**config.mk**
```make
export PLATFORM = sky130hd
export DESIGN_NAME = softmax_norm
export DESIGN_NICKNAME = d
export VERILOG_FILES = /design/src/rtl/softmax_norm.sv
export SDC_FILE = /design/constraint.sdc
export NUM_CORES = 1
export LEC_CHECK = 0
export ABC_AREA = 1
export BUFFER_PORTS_ARGS = -buffer_cell sky130_fd_sc_hd__clkbuf_2
export CAP_MARGIN = 0
export CORE_ASPECT_RATIO = 1.2
export CORE_MARGIN = 2
export CORE_UTILIZATION = 35
export CTS_CLUSTER_SIZE = 12
export DETAILED_ROUTE_END_ITERATION = 7
export GPL_ROUTABILITY_DRIVEN = 0
export PLACE_DENSITY = 0.56
export SYNTH_ARGS = -nofsm -noshare
export SYNTH_HDL_FRONTEND = slang
export SYNTH_SLANG_ARGS = --single-unit
```
**constraint.sdc**
```tcl
create_clock -name clk -period 12.96 [get_ports clk]
set_input_delay 0.648 -clock clk [delete_from_list [all_inputs] [get_ports clk]]
set_output_delay 0.648 -clock clk [all_outputs]
set_load 0.005 [all_outputs]
```
**src/rtl/softmax_norm.sv**
```systemverilog
// Softmax normalisation stage: buffers one row of exp values, takes the
// reciprocal of their sum with a serial divider, then streams scaled probabilities.
module softmax_norm #(
  parameter int ROW_LEN = 8,
  parameter int CREDITS = 2
) (
  input  logic       clk,
  input  logic       rst_n,
  input  logic       in_valid,
  input  logic [7:0] in_data,
  input  logic       in_last,
  output logic       in_ready,
  output logic       out_valid,
  output logic [7:0] out_data,
  output logic       out_last,
  input  logic       credit_ret,
  output logic       credit_err
);
  localparam int IW = $clog2(ROW_LEN) + 1;
  localparam int SW = 8 + $clog2(ROW_LEN);
  localparam int CW = 4;

  typedef enum logic [1:0] {COLLECT, DIVIDE, EMIT} state_t;

  state_t        state, state_nx;
  logic [7:0]    buffer [ROW_LEN];
  logic [IW-1:0] idx, len, ek;
  logic [SW-1:0] sum, rem;
  logic [15:0]   quo, r;
  logic [4:0]    dcnt;
  logic [CW-1:0] credits;

  logic          accept, row_end, div_done, emit_last, ge;
  logic [SW:0]   rem_sh;
  logic [16:0]   quo_nx;
  logic [23:0]   prod;
  logic [15:0]   scaled;

  assign accept    = in_valid & in_ready;
  assign row_end   = accept & (in_last | (idx == IW'(ROW_LEN - 1)));
  assign div_done  = (state == DIVIDE) && (dcnt == 5'd16);
  assign emit_last = out_valid && (ek == len - 1'b1);

  // Restoring division of 2^16 by sum: the dividend has a single 1 in its MSB.
  assign rem_sh = {rem, dcnt == 5'd0};
  assign ge     = rem_sh >= {1'b0, sum};
  assign quo_nx = {quo, ge};

  assign prod   = {16'd0, buffer[ek[IW-2:0]]} * {8'd0, r};
  assign scaled = 16'(prod >> 8);

  always_ff @(posedge clk or negedge rst_n) begin
    if (!rst_n) state <= COLLECT;
    else        state <= state_nx;
  end

  always_comb begin
    state_nx = state;
    unique case (state)
      COLLECT: if (row_end)   state_nx = DIVIDE;
      DIVIDE:  if (div_done)  state_nx = EMIT;
      EMIT:    if (emit_last) state_nx = COLLECT;
      default:                state_nx = COLLECT;
    endcase
  end

  always_comb begin
    in_ready  = (state == COLLECT);
    out_valid = (state == EMIT) && (credits != '0);
    out_last  = emit_last;
    out_data  = '0;
    if (out_valid) out_data = (scaled > 16'd255) ? 8'hFF : scaled[7:0];
  end

  always_ff @(posedge clk) begin
    if (accept) buffer[idx[IW-2:0]] <= in_data;
  end

  always_ff @(posedge clk or negedge rst_n) begin
    if (!rst_n) begin
      idx  <= '0;
      len  <= '0;
      ek   <= '0;
      sum  <= '0;
      rem  <= '0;
      quo  <= '0;
      r    <= '0;
      dcnt <= '0;
    end else begin
      unique case (state)
        COLLECT: if (accept) begin
          idx <= idx + 1'b1;
          sum <= sum + SW'(in_data);
          if (row_end) begin
            len  <= idx + 1'b1;
            dcnt <= '0;
            rem  <= '0;
            quo  <= '0;
          end
        end
        DIVIDE: begin
          dcnt <= dcnt + 1'b1;
          rem  <= SW'(ge ? rem_sh - {1'b0, sum} : rem_sh);
          quo  <= quo_nx[15:0];
          if (div_done) begin
            // sum == 1 yields 65536, which saturates to 16 bits
            r  <= (sum == '0) ? 16'd0 : (quo_nx[16] ? 16'hFFFF : quo_nx[15:0]);
            ek <= '0;
          end
        end
        EMIT: if (out_valid) begin
          ek <= ek + 1'b1;
          if (emit_last) begin
            idx <= '0;
            sum <= '0;
          end
        end
        default: ;
      endcase
    end
  end

  always_ff @(posedge clk or negedge rst_n) begin
    if (!rst_n) begin
      credits    <= CW'(CREDITS);
      credit_err <= 1'b0;
    end else begin
      unique case ({out_valid, credit_ret})
        2'b10: credits <= credits - 1'b1;
        2'b01: begin
          if (credits == CW'(CREDITS)) credit_err <= 1'b1;
          else                         credits    <= credits + 1'b1;
        end
        default: ;
      endcase
    end
  end
endmodule

```
# [Yosys cells after proc, flatten, opt, wreduce, memory -nomap -nowiden]
# Memories as Yosys holds them, arrays and structs flattened.
# Cells that the tools add are included.
[word_totals] regBits=78 ram_bits=64 in_bits=13 out_inout_bits=12 wordCells=92 mem_count=1
[mem_list] name="buffer" depth=8 word_bits=8 rd=1 rd_clocked_by_memory_dff=0 wr=1 line_no="26" source="logic [7:0] buffer [ROW_LEN];"
[op_classes] add_sub_neg=8 multipliers=1 n_lt_le_gt_ge=2 eq_ne=14 muxes=33 n_bitwise=3 reduce_logical=19
[ops] cell="$mux W11" count=6
[ops] cell="$mux W16" count=4
[ops] cell="$pmux W11 S2" count=2
[ops] cell="$pmux W16 S2" count=1
[ops] cell="$mul A8 B16 Y24" count=1
[ops] cell="$mux W4" count=6
[ops] cell="$pmux W4 S2" count=3
[ops] cell="$gt A16 B8 Y1 const B" count=1
[ops] cell="$mux W8" count=2
[ops] cell="$add A4 B1 Y4 const B" count=3
[ops] cell="$ge A12 B11 Y1" count=1
[ops] cell="$reduce_and A3 Y1" count=4
[ops] cell="$add A11 B8 Y11" count=1
[ops] cell="$logic_not A11 Y1" count=1
[ops] cell="$sub A11 B11 Y11" count=1
[ops] cell="$mux W5" count=2
[ops] cell="$pmux W5 S2" count=1
[ops] cell="$ne A2 B2 Y1 const B" count=4
[ops] cell="$reduce_bool A2 Y1" count=4
[ops] cell="$sub A4 B1 Y4 const B" count=2
[ops] cell="$mux W2" count=3
[ops] cell="$pmux W2 S3" count=1
[ops] cell="$reduce_and A2 Y1" count=3
[ops] cell="$add A5 B1 Y5 const B" count=1
[ops] cell="other kinds (15)" count=22

# [Longest topological paths before layout]
# Gate-level depths: netlist of run 1.
[depth] word_depth=6 depth_mapped=32 depth_no_buf=29

# [Worst setup path before layout of run 1]
# OpenSTA, ideal clock, no wires.
[synth_timing] path_kind="register to output" startpoint="reg ek[0]" endpoint="out out_data[0]" t_arrival_ns=5.497 t_required_ns=12.312 path_slack_ns=6.815 stages_incl_launch_ff=31 n_path_buf=4 path_cell_list="dfrtp_1 -> buf_6 -> buf_4 -> clkbuf_1 -> o21ai_0 -> o221ai_1 -> nand2_1 -> clkbuf_1 -> nor2_1 -> fa_1 -> inv_1 -> fa_1 -> inv_1 -> fa_1 -> inv_1 -> fa_1 -> inv_1 -> ha_1 -> nand2_1 -> nor2_1 -> inv_1 -> nor4_1 -> a21oi_1 -> nand2_1 -> nor2_1 -> nor2_1 -> nand3_2 -> nor2_4 -> nand3_1 -> nand2_1 -> inv_1"
[synth_via] elab_chain_cells=5
[synth_lines] item="from (decl)" line_no="27" source="logic [IW-1:0] idx, len, ek;"
[synth_lines] item="from (signal assigned)" line_no="112" source="ek <= ek + 1'b1;"
[synth_lines] item="$mem_v2 Z8 W8 (*)"
[synth_lines] item="$mul A8 B16 Y24 (*)" line_no="49" source="assign prod = {16'd0, buffer[ek[IW-2:0]]} * {8'd0, r};"
[synth_lines] item="$gt A16 B8 Y1" line_no="72" source="if (out_valid) out_data = (scaled > 16'd255) ? 8'hFF : scaled[7:0];"
[synth_lines] item="$mux W8 (*) (2 in series)" line_no="72"
[synth_lines] item="to (decl)" line_no="14" source="output logic [7:0] out_data,"
# Every way passes the cells marked *; elsewhere a longest branch is shown, timed or not.

# [Worst setup path after layout of run 1]
# Same ends and word-level chain as after synthesis.

==> impl_metrics.tcl, run 1 <==
set metrics [dict create \
    crit-reg2reg-launch "dcnt[0]$_DFFE_PN0P_" \
    worstReg2RegEnd "rem[0]$_DFFE_PN0P_" \
    cts.sinks 142 \
    drc 0 \
    period_needed_ns 7.41 \
    synthesis.instances 1267 \
    cp_top_family "adder cells" \
    post_cts_resized 0 \
    initial_utilization_pct 35.6 \
    vias_per_cell 4.94 \
    critical_path.endpoint_type "primary output" \
    die_y_um 197 \
    path_common_cell "sky130_fd_sc_hd__inv_1" \
    timing.reg2reg.setup_slack_ns 9.58 \
    timing.fmax_mhz 135 \
    finish.net_count 1454 \
    detailedRoute.firstPassIterationCount 7 \
    post_cts_setup_buffer_count 0 \
    synth.net_count 1433 \
    status "completed" \
    synth_area_per_cell_um2 8.59 \
    synth_ff_type "sky130_fd_sc_hd__dfrtp_1" \
    yosysMostFrequentCell "sky130_fd_sc_hd__inv_1" \
    reg2regPathDepth 11 \
    worst_path_max_delay_cell "sky130_fd_sc_hd__dfrtp_1" \
    utilization_pct 39.4 \
    antennaDiodeCount 0 \
    grt_overflow_total 0 \
    critPathBufInv 8 \
    start_kind "register" \
    crit_arrival_ns 6.76 \
    tritoncts_clock_tree "built" \
    final_area_um2 12000 \
    synth.ff_latch_count 142 \
    synth-async-reset-ratio_pct 54.9 \
    critical_path_peak_fanout 22 \
    synthDistinctLibCells 46 \
    grt_util_all_layers_pct 17.1 \
    synth_to_final_area_change_pct 10.6 \
    hold_violations 0 \
    io_buffer_count 24 \
    core_area_um2 30600 \
    number_of_flops_mapped_to_enable_cells_by_yosys 64 \
    cp.depth 27 \
    post_drt_wl_per_cell_um 15.4 \
    yosys_warnings 0 \
    drive_above_1_share_pct 7.15 \
    ant_nets 0 \
    cts_max_path_buffers 2 \
    cts_buffers 17 \
    postRouteWirelength_mm 26.2 \
    worst_ep_required_time_ns 12.31 \
    rsz0062_at_grt "no" \
    die_x_um 165 \
    post-synth-top-area-fraction_pct 17.7 \
    detailed_place_hpwl_mm 19.7 \
    synth_area_um2 10900 \
    setup.worst_path.class "register to primary output" \
    clk_pin_slew_ns 0.06 \
    worst_clock_skew_ns 0.0130 \
    placed_area_um2 11400 \
    cts.root.buffer_cell "sky130_fd_sc_hd__clkbuf_16" \
    io_pins 25 \
    slew_viol_final 0 \
    timing.slew.headroom_pct 26.9 \
    row_count 70 \
    drtIter0Drc 436 \
    routed-via-count 8387 \
    post_synth_main_area_contributors "sky130_fd_sc_hd__dfrtp_1 18%, sky130_fd_sc_hd__edfxtp_1 18%, sky130_fd_sc_hd__fa_1 16%" \
    number_of_antenna_violations_at_the_first_check_in_global_routing 0 \
    grt_max_degree 79 \
    finalCritPeriodShare_pct 57.2 \
    slowest_delay_ns 0.62 \
    wire_length_of_the_first_global_routing_pass_mm 43.6 \
    cts.htree.levels 4 \
    finalHoldWorstSlack_ns 0.399 \
    tightestPinTransition_ns 1.09 \
    maxCapViolCount 0 \
    synth_sequential_area_ratio_pct 35.6 \
    setup_tns_ns 0 \
    dieArea_um2 32500 \
    cts_hold_repair.buffers 0 \
    worst_skew_pair.late_latency_ns 0.41 \
    hold_class "primary input to async pin" \
    via_count_of_the_first_global_routing_pass 8581 \
    post-synth-top-area-cell "sky130_fd_sc_hd__dfrtp_1" \
    netlist_top_cells_count "233 x sky130_fd_sc_hd__inv_1, 194 x sky130_fd_sc_hd__nor2_1, 176 x sky130_fd_sc_hd__nand2_1" \
    finalSetupViolCount 0 \
]
==> cell usage in the layout, fill, tap and decap left out, types with 4 or more instances in the layout <==
cell type,instances
sky130_fd_sc_hd__a31oi_1,4
sky130_fd_sc_hd__edfxtp_1,64
sky130_fd_sc_hd__xor2_1,18
sky130_fd_sc_hd__nand3_1,39
sky130_fd_sc_hd__nand2_1,176
sky130_fd_sc_hd__clkbuf_16,17
sky130_fd_sc_hd__a21oi_1,57
sky130_fd_sc_hd__fa_1,86
sky130_fd_sc_hd__buf_4,11
sky130_fd_sc_hd__o221ai_1,12
sky130_fd_sc_hd__nand2_2,10
sky130_fd_sc_hd__nor3_1,17
sky130_fd_sc_hd__nand4_1,9
sky130_fd_sc_hd__ha_1,67
sky130_fd_sc_hd__clkinv_1,5
sky130_fd_sc_hd__o21ai_0,79
sky130_fd_sc_hd__dfrtp_1,77
sky130_fd_sc_hd__clkbuf_2,23
sky130_fd_sc_hd__nor2_1,194
sky130_fd_sc_hd__inv_1,233
sky130_fd_sc_hd__nor2_4,4
sky130_fd_sc_hd__o22ai_1,35
sky130_fd_sc_hd__nand3_2,5
sky130_fd_sc_hd__xnor2_1,11
==> state kept, by name (all words and copies together) (netlist names) <==
register,count
r,16
dcnt,5
sum,11
quo,16
rem,11
idx,4
len,4
credits,4
credit_err,1
buffer,64
ek,4
state,2
==> per-stage QoR <==
step	cells	setup WS, ns
finish	1697	5.55
CTS	1697	5.52
floorplan	1267	6.81
global route	1697	4.88
detailed placement	1665	6.02
global placement	1665	6.05
==> per-layer routing <==
layer	vias to the layer above	routed length [µm]	GRT usage (%)
li1	4132	-	-
met1	4075	11600	21.2
met2	143	13300	30.5
met3	37	665	2.10
met4	0	595	5.83
met5	-	0	0
==> how the worst max path moves through the flow <==
stage,start,endpoint,slack [ns]
after floorplan,ek[0]$_DFFE_PN0P_,out_data[0],6.81
final,ek[0]$_DFFE_PN0P_,out_data[0],5.55
after CTS,ek[0]$_DFFE_PN0P_,out_data[0],5.52
after detailed placement,ek[0]$_DFFE_PN0P_,out_data[0],6.02
after global placement,ek[0]$_DFFE_PN0P_,out_data[7],6.05
after global routing,ek[0]$_DFFE_PN0P_,out_data[0],4.88
==> cell families (layout without fill, tap and decap cells) <==
group | count (synthesis) | in the layout | share of synthesized area (%)
simple gates | 466 | 466 | 18.1
fa+ha+maj | 153 | 153 | 23.5
flops | 142 | 142 | 35.6
compound gates | 206 | 206 | 10.9
xor+xnor | 29 | 29 | 2.33
buf+inv | 271 | 305 | 9.59
==> final cells by class <==
type / instances / area [µm²]
flip-flops and latches: 142 / 3870
clock buffers: 19 / 433
well taps: 396 / 495
multi-input cells: 854 / 5970
fillers: 3069 / 18500
inverters: 239 / 900
repair buffers: 34 / 198
clock inverters: 13 / 164
Power of run 1 is not shown: default switching activity piles up to over one toggle a cycle in this logic, so the estimate is an artifact.
==> run 2, diff against run 1 <==
Clock period 12.96 ns to 7.5 ns, I/O delays scaled along.
==> impl_metrics.tcl, run 2 (same netlist as run 1, synthesis figures left out) <==
set metrics [dict create \
    cts.htree.levels 4 \
    sequential_cell_area_um2 3870 \
    drtIter0Drc 529 \
    via_count_of_the_first_global_routing_pass 8563 \
    ant_nets 0 \
    initial_utilization_pct 35.6 \
    number_of_antenna_violations_at_the_first_check_in_global_routing 0 \
    post_cts_resized 0 \
    grt_util_all_layers_pct 17.2 \
    start_kind "register" \
    worst_skew_pair.late_latency_ns 0.42 \
    setup_tns_ns 0 \
    detailedRoute.firstPassIterationCount 5 \
    wire_length_of_the_first_global_routing_pass_mm 44.1 \
    layout_commonest_cell "sky130_fd_sc_hd__inv_1" \
    setup.worst_path.class "register to primary output" \
    dieArea_um2 32500 \
    critical_path_peak_fanout 35 \
    detailed_place_hpwl_mm 19.8 \
    tritoncts_clock_tree "built" \
    core_area_um2 30600 \
    grt_max_degree 79 \
    cts.root.buffer_cell "sky130_fd_sc_hd__clkbuf_16" \
    slew_viol_final 0 \
    worst_path_max_delay_cell "sky130_fd_sc_hd__fa_1" \
    largest_register_ff_count 64 \
    drc 0 \
    postLayoutSetupSlackWorst_ns 0.586 \
    finalCritPeriodShare_pct 92.2 \
    crit_arrival_ns 6.54 \
    antennaDiodeCount 0 \
    slowest_delay_ns 0.54 \
    cts_max_path_buffers 2 \
    hold_violations 0 \
    synth_to_final_area_change_pct 10.7 \
    fillers 3124 \
    die_x_um 165 \
    cts_buffers 17 \
    clk_pin_slew_ns 0.06 \
    timing.slew.headroom_pct 31.3 \
    worst_ep_required_time_ns 7.12 \
    die_y_um 197 \
    hold_class "primary input to async pin" \
    status "completed" \
    routed-via-count 8416 \
    critical_path.endpoint_type "primary output" \
    worst_clock_skew_ns 0.0126 \
    postRouteWirelength_mm 26.1 \
    post_drt_wl_per_cell_um 15.4 \
    mostFrequentLayoutCells "233 x sky130_fd_sc_hd__inv_1, 194 x sky130_fd_sc_hd__nor2_1, 176 x sky130_fd_sc_hd__nand2_1" \
    period_needed_ns 6.91 \
    dp_slack_ns 1.04 \
    grt_overflow_total 0 \
    area_taken_by_multi_input_logic_gates_um2 5970 \
    post_cts_setup_buffer_count 0 \
    vias_per_cell 4.95 \
    rsz0062_at_grt "no" \
    finish.net_count 1456 \
    path_common_cell "sky130_fd_sc_hd__nand2_1" \
    tightestPinTransition_ns 1.03 \
    io_buffer_count 24 \
    io_pins 25 \
    row_count 70 \
    cts_hold_repair.buffers 0 \
    finalSetupViolCount 0 \
    cts.sinks 142 \
    drive_above_1_share_pct 7.37 \
    timing.fmax_mhz 145 \
    maxCapViolCount 0 \
]
==> run 2: cell type report <==
type / instances / area share, %
Inverter: 239 / 7.47
Clock inverter: 12 / 0.893
Multi-Input combinational cell: 854 / 49.6
Sequential cell: 142 / 32.2
Clock buffer: 20 / 3.98
Tap cell: 396 / 4.11
Timing Repair Buffer: 36 / 1.77
==> run 2: metal layers <==
| layer | vias up | GRT usage, % | share of wire, % |
|---|---|---|---|
| li1 | 4125 | - | - |
| met1 | 4103 | 21.9 | 44 |
| met2 | 148 | 29.9 | 51 |
| met3 | 40 | 1.91 | 2.7 |
| met4 | 0 | 6.54 | 2.8 |
| met5 | - | 0 | 0 |
==> run 2: final timing paths <==
kind                                         from  slack, ns  depth (start not counted)                endpoint
setup / recovery                ek[0]$_DFFE_PN0P_       0.59                         27             out_data[4]
hold / removal                              rst_n       0.12                          1  credits[2]$_DFFE_PN0P_
setup reg to reg             state[0]$_DFFE_PN0P_       4.10                          9     dcnt[4]$_DFFE_PN0P_
hold reg to reg            credit_err$_DFFE_PN0P_       0.46                          1  credit_err$_DFFE_PN0P_
max in group asynchronous                   rst_n       6.70                          1      sum[2]$_DFFE_PN0P_
min in group clk                       credit_ret       0.25                          2  credit_err$_DFFE_PN0P_
==> run 2: critical path, delay by kind of cell, from the launching register on <==
kind / cells / cell delay, ns
AO/OA/AOI/OAI: 4 / 0.82
AND/OR/NAND/NOR: 11 / 1.56
flip-flops: 1 / 0.38
adder cells (fa/ha/maj): 5 / 2.41
buffers and inverters: 7 / 0.94
==> run 2: stage by stage <==
stage	util, %	std cells	hold WS, ns	cell area [µm²]
6_report	39.4	1699	0.116	12000
5_1_grt	39.4	1699	0.215	12000
4_1_cts	39.4	1699	0.173	12000
3_5_place_dp	37.5	1667	0.455	11500
3_3_place_gp	37.5	1667	0.455	11500
2_1_floorplan	-	1267	0.0794	10900
Power of run 2 is left out for the same reason.
==> run 3, diff against run 2 <==
Settings changed: PLACE_DENSITY 0.56 to 0.54.
==> impl_metrics.tcl, run 3 (same netlist as run 1, synthesis figures left out) <==
set metrics [dict create \
    status "completed" \
    routed-via-count 8440 \
    worst_ep_required_time_ns 7.12 \
    dieArea_um2 32500 \
    finalCritPeriodShare_pct 91.1 \
    setup.worst_path.class "register to primary output" \
    mostFrequentLayoutCells "233 x sky130_fd_sc_hd__inv_1, 194 x sky130_fd_sc_hd__nor2_1, 174 x sky130_fd_sc_hd__nand2_1" \
    maxCapViolCount 0 \
    fillers 3161 \
    utilization_pct 39.4 \
    clk_pin_slew_ns 0.07 \
    initial_utilization_pct 35.6 \
    postRouteWirelength_mm 26.7 \
    tritoncts_clock_tree "built" \
    io_pins 25 \
    tightestPinTransition_ns 1.09 \
    setup_tns_ns 0 \
    hold_violations 0 \
    cts.root.buffer_cell "sky130_fd_sc_hd__clkbuf_16" \
    finish.net_count 1456 \
    vias_per_cell 4.97 \
    cts_buffers 17 \
    crit_arrival_ns 6.46 \
    die_y_um 197 \
    dp_slack_ns 1.09 \
    post_drt_wl_per_cell_um 15.7 \
    cts_hold_repair.buffers 0 \
    timing.slew.headroom_pct 27.1 \
    wire_length_of_the_first_global_routing_pass_mm 44.0 \
    core_area_um2 30600 \
    postLayoutSetupSlackWorst_ns 0.669 \
    row_count 70 \
    detailed_place_hpwl_mm 20.5 \
    via_count_of_the_first_global_routing_pass 8743 \
    worst_skew_pair.late_latency_ns 0.42 \
    die_x_um 165 \
    finalSetupViolCount 0 \
    antennaDiodeCount 0 \
    finalHoldWorstSlack_ns 0.119 \
    start_kind "register" \
    ant_nets 0 \
    grt_overflow_total 0 \
    cts.sinks 142 \
    synth_to_final_area_change_pct 10.7 \
    grt_max_degree 79 \
    cts.htree.levels 4 \
    worst_clock_skew_ns 0.0121 \
    slew_viol_final 0 \
    cts_max_path_buffers 2 \
    sequential_cell_area_um2 3870 \
    period_needed_ns 6.83 \
    timing.fmax_mhz 146 \
    grt_util_all_layers_pct 17.3 \
    area_taken_by_multi_input_logic_gates_um2 5980 \
    drive_above_1_share_pct 7.21 \
    number_of_antenna_violations_at_the_first_check_in_global_routing 0 \
    layout_commonest_cell "sky130_fd_sc_hd__inv_1" \
    largest_register_ff_count 64 \
    critical_path_peak_fanout 18 \
    drc 0 \
    drtIter0Drc 416 \
    critical_path.endpoint_type "primary output" \
    rsz0062_at_grt "no" \
    hold_class "primary input to async pin" \
    detailedRoute.firstPassIterationCount 5 \
    io_buffer_count 24 \
]
==> run 3: area by class of cell <==
class,count,area share [%]
Clock buffer,19,3.59
Clock inverter,13,1.22
Inverter,239,7.47
Multi-Input combinational cell,854,49.7
Sequential cell,142,32.2
Tap cell,396,4.11
Timing Repair Buffer,36,1.77
==> run 3: worst max-delay path, cell delays in order (launching register included) <==
cell and delay (ns):
sky130_fd_sc_hd__dfrtp_1 0.35, sky130_fd_sc_hd__clkinv_1 0.42, sky130_fd_sc_hd__o21ai_0 0.24, sky130_fd_sc_hd__o221ai_1 0.13
sky130_fd_sc_hd__nand2_1 0.45, sky130_fd_sc_hd__inv_1 0.21, sky130_fd_sc_hd__nand2_1 0.14, sky130_fd_sc_hd__fa_1 0.46
sky130_fd_sc_hd__fa_1 0.55, sky130_fd_sc_hd__inv_1 0.05, sky130_fd_sc_hd__fa_1 0.52, sky130_fd_sc_hd__inv_1 0.05
sky130_fd_sc_hd__fa_1 0.53, sky130_fd_sc_hd__inv_1 0.04, sky130_fd_sc_hd__ha_1 0.32, sky130_fd_sc_hd__nand2_1 0.14
sky130_fd_sc_hd__inv_1 0.05, sky130_fd_sc_hd__a21oi_1 0.21, sky130_fd_sc_hd__o21ai_0 0.15, sky130_fd_sc_hd__a31oi_1 0.19
sky130_fd_sc_hd__nand3_1 0.10, sky130_fd_sc_hd__nand2_1 0.08, sky130_fd_sc_hd__nand4_1 0.14, sky130_fd_sc_hd__nor2_4 0.20
sky130_fd_sc_hd__nand3_1 0.10, sky130_fd_sc_hd__nand2_1 0.06, sky130_fd_sc_hd__inv_1 0.05, sky130_fd_sc_hd__clkbuf_2 0.10
==> run 3: per-stage QoR <==
step / cells / area [µm²]
finish: 1699 / 12000
global route: 1699 / 12000
CTS: 1699 / 12000
detailed placement: 1667 / 11500
global placement: 1667 / 11500
floorplan: 1267 / 10900
==> run 3: what timing repair did <==
| action | CTS | global route |
|---|---|---|
| setup endpoints to repair | 0 | 8 |
| gates resized for setup | 0 | 2 |
| buffers inserted | 0 | 0 |
==> run 3: worst paths after layout <==
kind | startpoint | endpoint | slack (ns) | depth (start not counted)
setup / recovery | ek[1]$_DFFE_PN0P_ | out_data[7] | 0.67 | 27
hold / removal | rst_n | rem[7]$_DFFE_PN0P_ | 0.12 | 1
setup reg to reg | dcnt[0]$_DFFE_PN0P_ | rem[0]$_DFFE_PN0P_ | 4.12 | 11
hold reg to reg | credits[3]$_DFFE_PN0P_ | credits[3]$_DFFE_PN0P_ | 0.48 | 1
max in group asynchronous | rst_n | quo[14]$_DFFE_PN0P_ | 6.72 | 1
min in group clk | credit_ret | credit_err$_DFFE_PN0P_ | 0.26 | 2
==> run 3: per-layer routing <==
layer	routed length [µm]	track usage [%]
met5	0	0
met4	970	7.47
met3	836	2.41
met2	13400	30.6
met1	11400	20.8
Power of run 3 is left out for the same reason.
